File: config.mk
export PLATFORM = sky130hd
export DESIGN_NAME = seg_mem_sequencer_flat
export DESIGN_NICKNAME = d
export VERILOG_FILES = /design/src/rtl/seg_mem_sequencer_if.sv /design/src/rtl/seg_mem_sequencer.sv /design/src/flat_wrapper.sv
export SDC_FILE = /design/constraint.sdc
export NUM_CORES = 1
export LEC_CHECK = 0
export CAP_MARGIN = 20
export CORE_MARGIN = 2
export CORE_UTILIZATION = 33
export DETAILED_ROUTE_END_ITERATION = 7
export PLACE_DENSITY = 0.77
export REMOVE_ABC_BUFFERS = 1
export SLEW_MARGIN = 20
export SYNTH_ARGS = -nofsm -noshare
export SYNTH_HDL_FRONTEND = slang
export SYNTH_SLANG_ARGS = --single-unit
File: constraint.sdc
create_clock -name clk -period 2.3 [get_ports clk]
set_input_delay 0.345 -clock clk [delete_from_list [all_inputs] [get_ports clk]]
set_output_delay 0.345 -clock clk [all_outputs]
set_load 0.05 [all_outputs]
File: src/rtl/seg_mem_sequencer_if.sv
`default_nettype none
// ============================================================================
//  Module   : seg_mem_sequencer_if
//  Brief    : Bundles the job-control, loader, processor, segment-memory and
//             dump-stream signals seen by seg_mem_sequencer.
//  Revision : 1.0  initial release
// ============================================================================
interface seg_mem_sequencer_if #(
    parameter int WIDTH = 24
);
    // job control
    logic             start;
    logic             done;
    logic [2:0]       state;
    // image loader stream
    logic             ld_valid;
    logic [WIDTH-1:0] ld_data;
    logic             ld_ready;
    // processor data port
    logic             cpu_run;
    logic             cpu_done;
    logic             cpu_we_in;
    logic [WIDTH-1:0] cpu_a_in;
    logic [WIDTH-1:0] cpu_wd_in;
    logic             cpu_we_out;
    logic [WIDTH-1:0] cpu_a_out;
    logic [WIDTH-1:0] cpu_wd_out;
    // segmented memory, data-in and data-out segments
    logic             mem_we_in;
    logic [WIDTH-1:0] mem_a_in;
    logic [WIDTH-1:0] mem_wd_in;
    logic             mem_we_out;
    logic [WIDTH-1:0] mem_a_out;
    logic [WIDTH-1:0] mem_wd_out;
    logic [WIDTH-1:0] mem_rd_out;
    // result dump stream
    logic             dp_valid;
    logic [WIDTH-1:0] dp_data;
    logic             dp_ready;

    // sequencer side
    modport slave (
        input  start, ld_valid, ld_data, cpu_done,
        input  cpu_we_in, cpu_a_in, cpu_wd_in,
        input  cpu_we_out, cpu_a_out, cpu_wd_out,
        input  mem_rd_out, dp_ready,
        output done, state, ld_ready, cpu_run,
        output mem_we_in, mem_a_in, mem_wd_in,
        output mem_we_out, mem_a_out, mem_wd_out,
        output dp_valid, dp_data
    );

    // environment side (loader, processor, memory, dump consumer)
    modport master (
        output start, ld_valid, ld_data, cpu_done,
        output cpu_we_in, cpu_a_in, cpu_wd_in,
        output cpu_we_out, cpu_a_out, cpu_wd_out,
        output mem_rd_out, dp_ready,
        input  done, state, ld_ready, cpu_run,
        input  mem_we_in, mem_a_in, mem_wd_in,
        input  mem_we_out, mem_a_out, mem_wd_out,
        input  dp_valid, dp_data
    );
endinterface
`default_nettype wire

File: src/rtl/seg_mem_sequencer.sv
`default_nettype none
// ============================================================================
//  Module   : seg_mem_sequencer
//  Brief    : Runs one image job over the segmented data memory: loads the
//             input image into the data-in segment, hands both data segments
//             to the processor, then streams the data-out segment out.
//  Revision : 1.0  initial release
// ============================================================================
module seg_mem_sequencer #(
    parameter int WIDTH = 24,
    parameter int DEPTH = 90000
) (
    input wire              clk,
    input wire              rst_n,
    seg_mem_sequencer_if.slave bus
);

    localparam logic [2:0]       c_IDLE  = 3'd0;
    localparam logic [2:0]       c_LOAD  = 3'd1;
    localparam logic [2:0]       c_RUN   = 3'd2;
    localparam logic [2:0]       c_DUMP  = 3'd3;
    localparam logic [2:0]       c_DONE  = 3'd4;

    localparam logic             c_FETCH = 1'b0;
    localparam logic             c_HOLD  = 1'b1;

    localparam logic [WIDTH-1:0] c_ZERO  = '0;
    localparam logic [WIDTH-1:0] c_ONE   = WIDTH'(1);
    localparam logic [WIDTH-1:0] c_LAST  = WIDTH'(DEPTH - 1);

    logic [2:0]       r_state;
    logic [WIDTH-1:0] r_cnt;
    logic             r_phase;
    logic             r_dp_valid;
    logic [WIDTH-1:0] r_dp_data;

    logic             w_last;
    logic             w_dump_adv;
    logic [WIDTH-1:0] w_dump_addr;

    assign w_last     = (r_cnt == c_LAST);
    // A dump handshake that moves on to another word
    assign w_dump_adv = (r_phase == c_HOLD) && bus.dp_ready && !w_last;
    // The memory answers one cycle after the address, and FETCH lasts a
    // single cycle, so the next word's address is presented already in the
    // handshake cycle; the data is then ready when FETCH samples it.
    assign w_dump_addr = w_dump_adv ? (r_cnt + c_ONE) : r_cnt;

    // Job FSM: state, word pointer and the registered dump stream
    always_ff @(posedge clk or negedge rst_n) begin
        if (!rst_n) begin
            r_state    <= c_IDLE;
            r_cnt      <= c_ZERO;
            r_phase    <= c_FETCH;
            r_dp_valid <= 1'b0;
            r_dp_data  <= c_ZERO;
        end else begin
            case (r_state)
                c_IDLE, c_DONE: begin
                    if (bus.start) begin
                        r_state <= c_LOAD;
                        r_cnt   <= c_ZERO;
                    end
                end
                c_LOAD: begin
                    if (bus.ld_valid) begin
                        if (w_last) begin
                            r_state <= c_RUN;
                            r_cnt   <= c_ZERO;
                        end else begin
                            r_cnt <= r_cnt + c_ONE;
                        end
                    end
                end
                c_RUN: begin
                    if (bus.cpu_done) begin
                        r_state <= c_DUMP;
                        r_cnt   <= c_ZERO;
                        r_phase <= c_FETCH;
                    end
                end
                c_DUMP: begin
                    if (r_phase == c_FETCH) begin
                        r_dp_data  <= bus.mem_rd_out;
                        r_dp_valid <= 1'b1;
                        r_phase    <= c_HOLD;
                    end else if (bus.dp_ready) begin
                        // dp_valid is always set in HOLD, so this is the handshake
                        r_dp_valid <= 1'b0;
                        r_phase    <= c_FETCH;
                        if (w_last) begin
                            r_state <= c_DONE;
                            r_cnt   <= c_ZERO;
                        end else begin
                            r_cnt <= r_cnt + c_ONE;
                        end
                    end
                end
                default: begin
                    r_state    <= c_IDLE;
                    r_cnt      <= c_ZERO;
                    r_phase    <= c_FETCH;
                    r_dp_valid <= 1'b0;
                end
            endcase
        end
    end

    // Segment port mux: load engine, processor passthrough or dump engine
    always_comb begin
        bus.mem_we_in  = 1'b0;
        bus.mem_a_in   = c_ZERO;
        bus.mem_wd_in  = c_ZERO;
        bus.mem_we_out = 1'b0;
        bus.mem_a_out  = c_ZERO;
        bus.mem_wd_out = c_ZERO;
        case (r_state)
            c_LOAD: begin
                bus.mem_we_in = bus.ld_valid;
                bus.mem_a_in  = r_cnt;
                bus.mem_wd_in = bus.ld_data;
            end
            c_RUN: begin
                bus.mem_we_in  = bus.cpu_we_in;
                bus.mem_a_in   = bus.cpu_a_in;
                bus.mem_wd_in  = bus.cpu_wd_in;
                bus.mem_we_out = bus.cpu_we_out;
                bus.mem_a_out  = bus.cpu_a_out;
                bus.mem_wd_out = bus.cpu_wd_out;
            end
            c_DUMP: begin
                bus.mem_a_out = w_dump_addr;
            end
            default: begin
            end
        endcase
    end

    // Status and handshake outputs decoded from the registered state
    assign bus.state    = r_state;
    assign bus.done     = (r_state == c_DONE);
    assign bus.ld_ready = (r_state == c_LOAD);
    assign bus.cpu_run  = (r_state == c_RUN);
    assign bus.dp_valid = r_dp_valid;
    assign bus.dp_data  = r_dp_data;

endmodule
`default_nettype wire
File: src/flat_wrapper.sv
// flat-port wrapper written by rule: the top's interface ports become plain ports
module seg_mem_sequencer_flat 
#(
    parameter int WIDTH = 24,
    parameter int DEPTH = 90000
)
  (clk, rst_n, bus_start, bus_ld_valid, bus_ld_data, bus_cpu_done, bus_cpu_we_in, bus_cpu_a_in, bus_cpu_wd_in, bus_cpu_we_out, bus_cpu_a_out, bus_cpu_wd_out, bus_mem_rd_out, bus_dp_ready, bus_done, bus_state, bus_ld_ready, bus_cpu_run, bus_mem_we_in, bus_mem_a_in, bus_mem_wd_in, bus_mem_we_out, bus_mem_a_out, bus_mem_wd_out, bus_dp_valid, bus_dp_data);
  seg_mem_sequencer_if #(.WIDTH(WIDTH)) bus_i ();
  input wire clk;
  input wire rst_n;
  input wire logic [$bits(bus_i.start)-1:0] bus_start;
  input wire logic [$bits(bus_i.ld_valid)-1:0] bus_ld_valid;
  input wire logic [$bits(bus_i.ld_data)-1:0] bus_ld_data;
  input wire logic [$bits(bus_i.cpu_done)-1:0] bus_cpu_done;
  input wire logic [$bits(bus_i.cpu_we_in)-1:0] bus_cpu_we_in;
  input wire logic [$bits(bus_i.cpu_a_in)-1:0] bus_cpu_a_in;
  input wire logic [$bits(bus_i.cpu_wd_in)-1:0] bus_cpu_wd_in;
  input wire logic [$bits(bus_i.cpu_we_out)-1:0] bus_cpu_we_out;
  input wire logic [$bits(bus_i.cpu_a_out)-1:0] bus_cpu_a_out;
  input wire logic [$bits(bus_i.cpu_wd_out)-1:0] bus_cpu_wd_out;
  input wire logic [$bits(bus_i.mem_rd_out)-1:0] bus_mem_rd_out;
  input wire logic [$bits(bus_i.dp_ready)-1:0] bus_dp_ready;
  output wire logic [$bits(bus_i.done)-1:0] bus_done;
  output wire logic [$bits(bus_i.state)-1:0] bus_state;
  output wire logic [$bits(bus_i.ld_ready)-1:0] bus_ld_ready;
  output wire logic [$bits(bus_i.cpu_run)-1:0] bus_cpu_run;
  output wire logic [$bits(bus_i.mem_we_in)-1:0] bus_mem_we_in;
  output wire logic [$bits(bus_i.mem_a_in)-1:0] bus_mem_a_in;
  output wire logic [$bits(bus_i.mem_wd_in)-1:0] bus_mem_wd_in;
  output wire logic [$bits(bus_i.mem_we_out)-1:0] bus_mem_we_out;
  output wire logic [$bits(bus_i.mem_a_out)-1:0] bus_mem_a_out;
  output wire logic [$bits(bus_i.mem_wd_out)-1:0] bus_mem_wd_out;
  output wire logic [$bits(bus_i.dp_valid)-1:0] bus_dp_valid;
  output wire logic [$bits(bus_i.dp_data)-1:0] bus_dp_data;
  assign bus_i.start = bus_start;
  assign bus_i.ld_valid = bus_ld_valid;
  assign bus_i.ld_data = bus_ld_data;
  assign bus_i.cpu_done = bus_cpu_done;
  assign bus_i.cpu_we_in = bus_cpu_we_in;
  assign bus_i.cpu_a_in = bus_cpu_a_in;
  assign bus_i.cpu_wd_in = bus_cpu_wd_in;
  assign bus_i.cpu_we_out = bus_cpu_we_out;
  assign bus_i.cpu_a_out = bus_cpu_a_out;
  assign bus_i.cpu_wd_out = bus_cpu_wd_out;
  assign bus_i.mem_rd_out = bus_mem_rd_out;
  assign bus_i.dp_ready = bus_dp_ready;
  assign bus_done = bus_i.done;
  assign bus_state = bus_i.state;
  assign bus_ld_ready = bus_i.ld_ready;
  assign bus_cpu_run = bus_i.cpu_run;
  assign bus_mem_we_in = bus_i.mem_we_in;
  assign bus_mem_a_in = bus_i.mem_a_in;
  assign bus_mem_wd_in = bus_i.mem_wd_in;
  assign bus_mem_we_out = bus_i.mem_we_out;
  assign bus_mem_a_out = bus_i.mem_a_out;
  assign bus_mem_wd_out = bus_i.mem_wd_out;
  assign bus_dp_valid = bus_i.dp_valid;
  assign bus_dp_data = bus_i.dp_data;
  seg_mem_sequencer #(.WIDTH(WIDTH), .DEPTH(DEPTH)) u_core (.clk(clk), .rst_n(rst_n), .bus(bus_i));
endmodule
# Word-level counts from Yosys, hierarchy flattened
# Index checks and enable logic that the tools add are counted.
dict set report word_totals {
  regBits 53
  in_bits 152
  wordCells 63
}
dict set report op_classes {
  n_addsub 1
  n_mux 29
  n_eq_ne 13
  n_reduce_logical 12
  bitwise 3
}
# operator count
set ops {}
lappend ops {{two-way mux 24 bit} 8}
lappend ops {{one-hot mux 24 bit (2 select lines)} 3}
lappend ops {{one-hot mux 24 bit (4 select lines)} 1}
lappend ops {{adder 24 x 1 -> 24 bit, second input constant} 1}
lappend ops {{equality test 24 x 17 -> 1 bit, second input constant} 1}
lappend ops {{two-way mux 3 bit} 7}
lappend ops {{one-hot mux 3 bit (4 select lines)} 1}
lappend ops {{!= test 2 bit, second input constant} 4}
lappend ops {{AND reduction 7 bit} 1}
lappend ops {{equality test 3 x 2 -> 1 bit, second input constant} 2}
lappend ops {{two-way mux 1 bit} 6}
lappend ops {{!= test 2 x 1 -> 1 bit, second input constant} 3}
lappend ops {{AND reduction 2 bit} 3}
lappend ops {{AND reduction 5 bit} 1}
lappend ops {{one-hot mux 1 bit (2 select lines)} 2}
lappend ops {{OR reduction 4 bit} 1}
lappend ops {{equality test 3 x 1 -> 1 bit, second input constant} 1}
lappend ops {{equality test 3 bit, second input constant} 1}
lappend ops {{zero test 3 bit} 1}
lappend ops {{!= test 3 bit, second input constant} 1}
lappend ops {{inverter 1 bit} 3}
lappend ops {{one-hot mux 1 bit (3 select lines)} 1}
lappend ops {{OR reduction 3 bit} 1}
lappend ops {{logical AND 1 bit} 2}
lappend ops {{other kinds (2)} 2}

# Logic depth before layout (Yosys ltp)
# Gate-level depths: netlist of the first run.
dict set report logic_depth {
  ltp_word 5
  depth_mapped 8
  mapped_depth_nobuf 6
}

# Worst setup path before layout of the first run
# OpenSTA, ideal clock, no wires.
dict set report synth_timing {
  path_kind {register -> output}
  startpoint {register u_core.r_state[1] (netlist: u_core.bus.state[1])}
  endpoint {output bus_mem_a_out[11]}
  stages_incl_launch_ff 7
  setup_slack_ps -734
  n_path_buf 3
  t_arrival_ps 2689
  cell_sequence {dfrtp_1 -> nor3b_1 -> clkbuf_1 -> clkbuf_1 -> clkbuf_1 -> nand2_1 -> o21ai_1}
}
dict set report synth_via {
  elab_chain_len 2
  word_cells_on_any_way 3
  cone_classes {2 x eq/ne; 1 x mux}
}
# element line_no
set synth_lines {}
lappend synth_lines {{start, declared} seg_mem_sequencer.sv:31} ;# logic [2:0] r_state;
lappend synth_lines {{start signal, assigned} seg_mem_sequencer.sv:52} ;# r_state <= c_IDLE;
lappend synth_lines {{start signal, assigned} seg_mem_sequencer.sv:61} ;# r_state <= c_LOAD;
lappend synth_lines {{start signal, assigned} seg_mem_sequencer.sv:68} ;# r_state <= c_RUN;
lappend synth_lines {{equality test 3 x 2 -> 1 bit} -}
lappend synth_lines {{named net bus_cpu_run} flat_wrapper.sv:26} ;# output wire logic [$bits(bus_i.cpu_run)-1:0] bus_cpu_run;
lappend synth_lines {{one-hot mux 24 bit (2 select lines)} seg_mem_sequencer.sv:117} ;# case (r_state)
lappend synth_lines {{end, declared} flat_wrapper.sv:31} ;# output wire logic [$bits(bus_i.mem_a_out)-1:0] bus_mem_a_out;
# The timed path passes the listed nets, and every way through them passes these cells.

# Worst setup path in the final report of the first run
dict set report layout_timing {
  startpoint {register u_core.r_cnt[0]}
  endpoint {output bus_mem_a_out[17]}
}
dict set report layout_via {
  elab_chain_len 5
  word_cells_on_any_way 6
  cone_classes {1 x add/sub; 1 x eq/ne; 2 x mux; 2 x reduce/logical}
}
# element line_no
set layout_lines {}
lappend layout_lines {{start, declared} seg_mem_sequencer.sv:32} ;# logic [WIDTH-1:0] r_cnt;
lappend layout_lines {{start signal, assigned} seg_mem_sequencer.sv:53} ;# r_cnt <= c_ZERO;
lappend layout_lines {{start signal, assigned} seg_mem_sequencer.sv:62} ;# r_cnt <= c_ZERO;
lappend layout_lines {{start signal, assigned} seg_mem_sequencer.sv:69} ;# r_cnt <= c_ZERO;
lappend layout_lines {{branches (longest 3 deep; another with adder 24 x 1 -> 24 bit)} -}
lappend layout_lines {{two-way mux 24 bit (*)} seg_mem_sequencer.sv:47} ;# assign w_dump_addr = w_dump_adv ? (r_cnt + c_ONE) : r_cnt;
lappend layout_lines {{one-hot mux 24 bit (2 select lines) (*)} seg_mem_sequencer.sv:117}
# Mark *: on every way between the ends.

==> results of run 1 <==
## synth_stat cells, types with 6 or more instances
master | n | area, µm²
buf_2 | 20 | 100
dfrtp_1 | 53 | 1330
nand2_1 | 54 | 203
xnor2_1 | 13 | 114
nand4_1 | 13 | 81.3
nand3_1 | 21 | 105
clkbuf_1 | 23 | 86.3
clkbuf_2 | 6 | 30.0
nor4_1 | 6 | 37.5
a31oi_1 | 9 | 56.3
o21ai_1 | 24 | 120
nor3_1 | 8 | 40.0
nor2_1 | 21 | 78.8
inv_1 | 13 | 48.8
o21ai_0 | 7 | 35.0
mux2_2 | 26 | 293
a211oi_1 | 11 | 82.6
and2_1 | 30 | 188
a22o_1 | 54 | 473
a21oi_1 | 14 | 70.1
## cells by family (layout without fill, tap and decap cells)
family	count (synthesis)	count (layout)
and+or+nand+nor	186	186
AOI/OAI and AO/OA	147	147
buffers and inverters	72	402
DFF	53	53
muxes	35	35
xor gates and xnor gates	13	13
adders and majority gates	1	1
## worst max-delay path: stages, from the launching register on
cell     delay [ns]
dfrtp_1        0.45
ha_4           0.21
nand4_4        0.11
nor4_4         0.06
buf_4          0.16
a21oi_4        0.30
buf_16         0.18
mux2i_1        0.19
nand3_1        0.15
buf_12         0.19
## where the power goes
group          switching [mW]  internal (mW)
clock                   0.371          0.401
sequential              0.121           1.01
combinational            1.73           1.51
## cell type report
cell class                 instances  share of cell area (%)
inverter                          14                   0.550
sequential                        53                    13.9
clock inverter                     2                   0.144
clock buffer                       5                    1.31
multi-input combinational        382                    32.4
timing repair buffer             381                    49.4
tap                              172                    2.25
## routing by layer
metal | GRT usage [%] | part of all wire, % | vias up | wire [µm]
met5 | 0 | 0 | - | 0
met2 | 55.5 | 51 | 433 | 12000
met4 | 10.2 | 4.0 | 0 | 950
li1 | - | - | 2525 | -
met3 | 5.33 | 7.9 | 107 | 1870
met1 | 36.6 | 37 | 2928 | 8660
## sequential cells by signal, summed over array words and instances, names as in the netlist
signal,cells
u_core.r_phase,1
u_core.bus.dp_data,24
u_core.r_cnt,24
u_core.bus.dp_valid,1
u_core.bus.state,3
## path summary, 6_finish.rpt
kind | startpoint | endpoint | slack, ns | depth (start not counted)
setup reg to reg | u_core.r_cnt[4]$_DFFE_PN0P_ | u_core.r_cnt[3]$_DFFE_PN0P_ | -0.03 | 10
hold / removal | rst_n | u_core.bus.dp_data[9]$_DFFE_PN0P_ | 0.002 | 1
min in group clk | u_core.bus.dp_data[21]$_DFFE_PN0P_ | u_core.bus.dp_data[21]$_DFFE_PN0P_ | 0.51 | 1
max in group asynchronous | rst_n | u_core.bus.dp_data[5]$_DFFE_PN0P_ | 1.66 | 2
setup / recovery | u_core.r_cnt[0]$_DFFE_PN0P_ | bus_mem_a_out[17] | -0.34 | 9
hold reg to reg | u_core.bus.dp_data[21]$_DFFE_PN0P_ | u_core.bus.dp_data[21]$_DFFE_PN0P_ | 0.51 | 1
## what timing repair did
action / CTS / global route
setup endpoints to repair: 99 / 59
setup buffers: 18 / 14
pin swaps: 36 / 21
gates resized for setup: 78 / 38
gates cloned: 1 / 0
## metrics by stage
stage | power (mW) | area [µm²] | setup TNS, ns | util [%]
3_3_place_gp | 3.95 | 8630 | -0.163 | 68.1
6_report | 5.14 | 9560 | -6.80 | 75.4
2_1_floorplan | 2.39 | 4010 | -764.53 | -
3_5_place_dp | 4.01 | 8630 | -0.834 | 68.1
4_1_cts | 4.87 | 9270 | -3.70 | 73.1
5_1_grt | 5.25 | 9560 | -7.22 | 75.4
==> results.md, run 1 <==
* Final wirelength at 23.5 mm
* Placed Instances at 972
* Initial Util at 33.9%
* Core area at 12700 µm²
* Hold buffer count at CTS at 0
* Setup WS pre-CTS at -0.0952 ns
* Die width at 118 µm
* Synth Instances at 507
* Status: complete, but fails checks
* Die area at 13900 µm²
* Most frequent cells in the layout: clkdlybuf4s50_1, buf_12, buf_4, a22o_1, dfrtp_1
* Yosys reg bits at 53
* Clk slew on worst S/H paths at 0.07 ns
* Leakage at 4.06 nW
* Largest net degree at the start of global routing at 56
* Vias per inst at 5.94
* Maximum clock rate at 379 MHz
* Fin. max-slew vios at 0
* Arrival time worst endpoint at 2.29 ns
* Max_slew headroom at 64.1%
* Post-DP HPWL at 15.5 mm
* First-pass GRT wire length at 34.4 mm
* Syn_area_per_cell at 8.47 µm²
* Largest family of logic cells by synthesized area: compound AO/OA/AOI/OAI gates
* CP max FO at 5
* Actual slew at the worst max-slew pin at 0.536 ns
* Max-Cap Viols at 0
* DR WL/cell at 23.3 µm
* CTS tree: built
* Syn Std Cell Area at 4300 µm²
* CP Launch Type: register
* Initial DRC count at 549
* CTS Buffer Depth at 2
* Multi-input gate area at 3100 µm²
* DRC viols at 0
* Compound-gate portion of the synthesized area at 25.0%
* Crit Path Category: register to output pin
* Crit. End Element: output pin
* Asr flop ratio synth at 100%
* Via Count at 5993
* Clk sink count at 53
* Required time of the critical path at 1.96 ns
* Layout cells sized above 1 at 38.0%
* Mux cell area share after synthesis at 9.38%
* Most common cell after layout, fill and taps aside: clkdlybuf4s50_1
* Setup violators final at 27
* CTS Root Cell: clkbuf_16
* Die Y at 118 µm
* # nets final at 990
* Post-route ant nets at 0
* TritonRoute pass-1 iters at 5
* Synth Area in XOR/XNOR at 2.65%
* Simple-gate share of the synthesized area at 24.0%
* Initial antenna violation count at 0
* Area Overhead vs Synth at 123%
* Top Ports at 281
* Clock latency on the worst-skew pair at 0.30 ns
* Cell Count, Final, Fillers Out at 1009
* Fill count at 792
* Worst Clk Skew at 0.0122 ns
* I/O Buffers at 280
* Final Hold Violating Endpoints at 0
* TritonCTS Buffers at 5
* Warnings from Yosys at 0
* Synth unique cells at 55
* Fin crit period at 2.64 ns
* Row count at 41
* RSZ-0062 raised after global routing: true
* VDD IR-drop max at 0.000298 V
* Seq/Total Area, Yosys at 30.9%
* Post-synth EDFFs at 0
* Routability cong. at 0.933
* Period utilization at 115%
* Fin worst setup slack at -0.337 ns
* Top_reg_cell synth: dfrtp_1
* Vias in the first global route at 5986
* Failing checks: setup timing
* # H-tree levels at 2
* Diodes inserted at 0
* Sequential cell area at 1330 µm²
* Synth Area in Adders at 0.291%
* Total track usage at 30.7%
* WHS at 0.00180 ns
* Grt total ovfl at 0
* Worst hold path type: input pin to async pin
* Power density cells at 538 nW/µm²
(Power assumes the default switching activity.)
==> inputs of run 2 (changes only) <==
CTS_CLUSTER_SIZE = 24   (was unset)
==> results of run 2 <==
Same layout as run 1: the final DEF is identical, and so are final timing and power.
==> inputs of run 3 (changes only) <==
CTS_CLUSTER_SIZE = unset   (was 24)
==> results of run 3 <==
Same layout as run 1: the final DEF is identical, and so are final timing and power.
